`config.mk`:
```
export PLATFORM = sky130hd
export DESIGN_NAME = apb2axi_rd_engine
export DESIGN_NICKNAME = d
export VERILOG_FILES = /design/src/rtl/apb2axi_rd_engine.sv
export SDC_FILE = /design/constraint.sdc
export NUM_CORES = 1
export LEC_CHECK = 0
export ABC_CLOCK_PERIOD_IN_PS = 5000
export BUFFER_PORTS_ARGS = -buffer_cell sky130_fd_sc_hd__buf_2
export CORE_AREA = 2 2 128 130
export CTS_CLUSTER_SIZE = 28
export DETAILED_ROUTE_END_ITERATION = 10
export DIE_AREA = 0 0 130 132
export GPL_ROUTABILITY_DRIVEN = 1
export PLACE_DENSITY = 0.7
export SLEW_MARGIN = 20
export SYNTH_ARGS = -nofsm -noshare
export SYNTH_HDL_FRONTEND = slang
export SYNTH_SLANG_ARGS = --single-unit
```
`constraint.sdc`:
```
create_clock -name clk -period 5 [get_ports clk]
set_input_delay 0.25 -clock clk [delete_from_list [all_inputs] [get_ports clk]]
set_output_delay 0.25 -clock clk [all_outputs]
set_load 0.02 [all_outputs]
```
`src/rtl/apb2axi_rd_engine.sv`:
```
// Single-outstanding AXI read engine: takes one directory read request, issues AR,
// streams R beats straight into the read-data FIFO, then posts one completion entry.
module apb2axi_rd_engine #(
  parameter int AXI_ADDR_W = 64,
  parameter int AXI_DATA_W = 64,
  parameter int AXI_ID_W   = 4,
  parameter int TAG_W      = 4
) (
  input  logic                  clk,
  input  logic                  rst,
  input  logic                  req_valid,
  output logic                  req_ready,
  input  logic [AXI_ADDR_W-1:0] req_addr,
  input  logic [7:0]            req_len,
  input  logic [2:0]            req_size,
  input  logic [1:0]            req_burst,
  input  logic [TAG_W-1:0]      req_tag,
  output logic                  arvalid,
  input  logic                  arready,
  output logic [AXI_ADDR_W-1:0] araddr,
  output logic [7:0]            arlen,
  output logic [2:0]            arsize,
  output logic [1:0]            arburst,
  output logic [AXI_ID_W-1:0]   arid,
  input  logic                  rvalid,
  output logic                  rready,
  input  logic [AXI_DATA_W-1:0] rdata,
  input  logic [1:0]            rresp,
  input  logic                  rlast,
  input  logic [AXI_ID_W-1:0]   rid,
  output logic                  rdf_valid,
  input  logic                  rdf_ready,
  output logic [TAG_W-1:0]      rdf_tag,
  output logic [AXI_DATA_W-1:0] rdf_data,
  output logic                  rdf_last,
  output logic [1:0]            rdf_resp,
  output logic                  cmpl_valid,
  input  logic                  cmpl_ready,
  output logic [TAG_W-1:0]      cmpl_tag,
  output logic [1:0]            cmpl_resp,
  output logic                  cmpl_error,
  output logic [7:0]            cmpl_num_beats
);

  typedef enum logic [1:0] {IDLE, AR, DATA, CMPL} state_t;

  state_t                state, state_nxt;
  logic [AXI_ADDR_W-1:0] addr_q;
  logic [7:0]            len_q;
  logic [2:0]            size_q;
  logic [1:0]            burst_q;
  logic [TAG_W-1:0]      tag_q;
  logic [AXI_ID_W-1:0]   id_q;
  logic [7:0]            beat_cnt;
  logic [1:0]            resp_acc;
  logic                  err_q;
  logic                  beat_acc;
  logic                  beat_bad;

  function automatic logic [7:0] sat_inc8(input logic [7:0] v);
    return (v == 8'hFF) ? v : v + 8'd1;
  endfunction

  // AXI resp encodings order by severity, so the numeric max is the worst response.
  function automatic logic [1:0] resp_max(input logic [1:0] a, input logic [1:0] b);
    return (a > b) ? a : b;
  endfunction

  assign id_q     = AXI_ID_W'(tag_q);
  assign beat_acc = (state == DATA) && rvalid && rdf_ready;
  assign beat_bad = (rresp != 2'b00) || (rid != id_q) || (rlast != (beat_cnt == len_q));

  always_ff @(posedge clk or posedge rst) begin
    if (rst) begin
      state    <= IDLE;
      addr_q   <= '0;
      len_q    <= '0;
      size_q   <= '0;
      burst_q  <= '0;
      tag_q    <= '0;
      beat_cnt <= '0;
      resp_acc <= '0;
      err_q    <= 1'b0;
    end else begin
      state <= state_nxt;
      if (state == IDLE && req_valid) begin
        addr_q   <= req_addr;
        len_q    <= req_len;
        size_q   <= req_size;
        burst_q  <= req_burst;
        tag_q    <= req_tag;
        beat_cnt <= '0;
        resp_acc <= '0;
        err_q    <= 1'b0;
      end
      if (beat_acc) begin
        beat_cnt <= sat_inc8(beat_cnt);
        resp_acc <= resp_max(resp_acc, rresp);
        err_q    <= err_q | beat_bad;
      end
    end
  end

  always_comb begin
    state_nxt  = state;
    req_ready  = 1'b0;
    arvalid    = 1'b0;
    rready     = 1'b0;
    rdf_valid  = 1'b0;
    cmpl_valid = 1'b0;
    case (state)
      IDLE: begin
        req_ready = 1'b1;
        if (req_valid) state_nxt = AR;
      end
      AR: begin
        arvalid = 1'b1;
        if (arready) state_nxt = DATA;
      end
      // R flows through to the FIFO with no buffering; FIFO backpressure stalls R.
      DATA: begin
        rready    = rdf_ready;
        rdf_valid = rvalid;
        if (beat_acc && rlast) state_nxt = CMPL;
      end
      CMPL: begin
        cmpl_valid = 1'b1;
        if (cmpl_ready) state_nxt = IDLE;
      end
      default: state_nxt = IDLE;
    endcase
  end

  assign araddr         = addr_q;
  assign arlen          = len_q;
  assign arsize         = size_q;
  assign arburst        = burst_q;
  assign arid           = id_q;
  assign rdf_tag        = tag_q;
  assign rdf_data       = rdata;
  assign rdf_resp       = rresp;
  assign rdf_last       = rlast;
  assign cmpl_tag       = tag_q;
  assign cmpl_resp      = resp_acc;
  assign cmpl_error     = err_q;
  assign cmpl_num_beats = beat_cnt;

endmodule

```
==> impl_results.md <==
* Pin count of the biggest net entering global routing at 95
* Clock-pin transition on the worst setup and hold timing paths at 0.07 ns
* Worst relative slew slack at 45.10%
* Outcome: finished, final reports clean
* Share of synthesized flip-flops with an asynchronous set or reset at 100.0%
* Antenna-violating nets left at 0
* Arrival time worst endpoint at 2.43 ns
* Die boundary width at 130 um
* Class of the tightest hold or removal check: input port to async pin
* Top flip-flop cell by instance count after synthesis: dfrtp_1
* Leading cell type in the layout, fill and taps excluded: buf_2
* Count of different cell masters after synthesis at 34
* Drt via density at 4.413
* N_diodes at 0
* Maximum buffer depth of the clock tree at 2
* Die boundary height at 132 um
* Final setup violation count at 0
* Clock latency of the later-clocked register in the worst-skew pair at 0.35 ns
* Standard-cell row count at 46
* Root Buffer Master: clkbuf_16
* Required time at the worst-slack endpoint at 5.23 ns
* Crit Path Max Fanout at 85
* Final slew viol count at 0
* Most used cells in the layout excluding fill and tap cells: buf_2 (202), dfrtp_1 (94), mux2_2 (83)
* Category of the worst setup path capture point: flip-flop
* Count of synthesis-stage warnings from yosys at 0
* Total area of sequential cells at 0.002352 mm2
* Maximum operating frequency at 0.4548 GHz
* Cell count after synthesis at 353
* Lkg Pwr at 0.002660 uW
* Via count of the first global-routing pass at 3378
* Sequential element share of the synthesized area at 52.31%
* Power per unit of standard cell area at 683.8 mW/mm2
* Detailed-route wire length at 11690 um
* Power after layout at 3729 uW
* Violation count after the first detailed-routing iteration at 78
* I/O pin count at 331
* Residual DRC at 0
* Worst clock skew at 0.008854 ns
* Area growth, synth to finish at 21.29%
* First-pass iteration count of the detailed router at 4
* Core box area at 0.01571 mm2
* Mapped Nets at 519
* Post-synthesis average cell area at 12.74 um2
* Setup repair after global routing missed its margin: no
* Transition time of the tightest slew-check pin at 0.8235 ns
* Mapped cell area at 0.004497 mm2
* Final worst path period need at 2.199 ns
* Final Hold Fails at 0
* Post-synthesis register bit count at 94
* Fraction of the cycle the final worst path needs at 43.98%
* Number of levels the H-tree was split into at 3
* Total of hold buffers inserted after clock tree synthesis at 0
* Die outline area at 0.01716 mm2
* Crit path launch type: flip-flop
* Effective utilization at floorplan at 28.62%
* Count of flip-flops with a built-in enable after synthesis at 0
* Placer Congestion at 0.7781
* Number of nets in the finished design at 644
* Area of the multi-input gates at 0.001498 mm2
* Total via count after detailed routing at 3085
* Buffers on Ports at 202
* Number of clock buffers inserted by TritonCTS at 9
* First-pass GRT wire length at 17940 um
* Worst IR drop on VDD at 293.8 uV
* Number of buffers inserted to repair setup after CTS at 0
* Sink Count at 94
* Number of max-cap violations at 0
* Initial antenna violation count at 0
* Global route total overflow at 0
* CTS tree: built
* Share of post-route cells with drive strength above 1 at 63.15%
* Setup TNS after final layout at 0 ns
* Worst Path Class, Setup: flip-flop to flip-flop
* Detailed-route wire length per cell at 16.72 um
* Final HPWL DP at 9063 um
* Total routing resource utilization after global routing at 13.58%
* Post-CTS sizing at 0
* Number of inserted filler cells in the final layout at 1562
[synthesized netlist by cell type, types with 2 or more instances]
master / count / area [um2]
nand3_1: 4 / 20.02
nor2_1: 5 / 18.77
xor2_1: 5 / 43.79
a21oi_1: 5 / 25.02
a211oi_1: 2 / 15.01
buf_2: 5 / 25.02
or3_1: 2 / 12.51
nor2b_1: 2 / 12.51
clkbuf_1: 6 / 22.52
o21ai_0: 8 / 40.04
ha_1: 7 / 87.58
nand4_1: 3 / 18.77
o221ai_1: 2 / 17.52
nor3_1: 3 / 15.01
nand2_1: 9 / 33.78
xnor2_1: 8 / 70.07
dfrtp_1: 94 / 2352
mux2_2: 83 / 934.7
and2_1: 2 / 12.51
inv_1: 9 / 33.78
buf_4: 76 / 570.6
[routing by layer]
layer | up-vias | share of wire (%) | global-route usage [%]
met5 | - | 0 | 0
met4 | 0 | 2.9 | 6.213
met3 | 31 | 10 | 5.844
met2 | 162 | 51 | 23.07
met1 | 1511 | 36 | 14.45
li1 | 1381 | - | -
[kinds of logic (layout without fill, tap and decap cells)]
family	Yosys count	count (layout)	synth area share [%]
flip-flops	94	94	52.31
adder cells (fa/ha/maj)	7	7	1.948
AND/OR/NAND/NOR	34	34	3.868
XOR/XNOR	13	13	2.532
AO/OA/AOI/OAI	24	24	3.589
buffers and inverters	97	227	14.75
multiplexers	84	84	21.01
[per-stage QoR]
step | utilization, % | hold slack, ns | instance area, um2 | cells | worst slack [ns]
2_1_floorplan | - | 0.4005 | 4497 | 353 | 2.301
3_3_place_gp | 32.83 | 0.4812 | 5159 | 683 | 2.726
3_5_place_dp | 32.83 | 0.4860 | 5159 | 683 | 2.529
4_1_cts | 34.64 | 0.1123 | 5443 | 699 | 2.516
5_1_grt | 34.71 | 0.1116 | 5454 | 699 | 2.611
6_report | 34.71 | 0.08353 | 5454 | 699 | 2.801
[where the power goes]
part	internal, uW	total, uW	switching [uW]	leakage [uW]
logic	728	1720	991	0.00140
clock network	353	657	305	0.000131
registers	1130	1350	227	0.00113
total	2210	3730	1520	0.00266
[state kept, by name, indices dropped and copies added (netlist names)]
name / count
arsize: 3
arburst: 2
cmpl_error: 1
arlen: 8
cmpl_resp: 2
state: 2
cmpl_num_beats: 8
araddr: 64
arid: 4
[final timing paths]
path	cells past startpoint	endpoint	slack [ns]	from
worst max-delay path	6	cmpl_resp[0]	2.80	state[1]
worst min-delay path	2	araddr[35]	0.08	rst
worst max register to register	6	cmpl_resp[0]	2.80	state[1]
worst min register to register	1	araddr[40]	0.50	araddr[40]
max in group asynchronous	2	arsize[2]	4.38	rst
min in group clk	2	araddr[49]	0.13	req_addr[49]
[area by class of cell]
cell class                      instances  area share, %
Sequential cell                        94          43.13
Multi-Input combinational cell        162          27.46
Timing Repair Buffer                  202          18.54
Tap cell                              216          4.955
Clock buffer                           10          4.382
Clock inverter                          6         0.8259
Inverter                                9         0.7112
[critical path, cell delays in order, from the launching register on]
cell	delay, ns
dfrtp_1	0.42
inv_1	0.10
ha_1	0.35
nand2_8	0.41
nor2_1	0.45
nor2_1	0.07
mux2_2	0.27
Note: power is estimated with default switching activity, not from simulation.
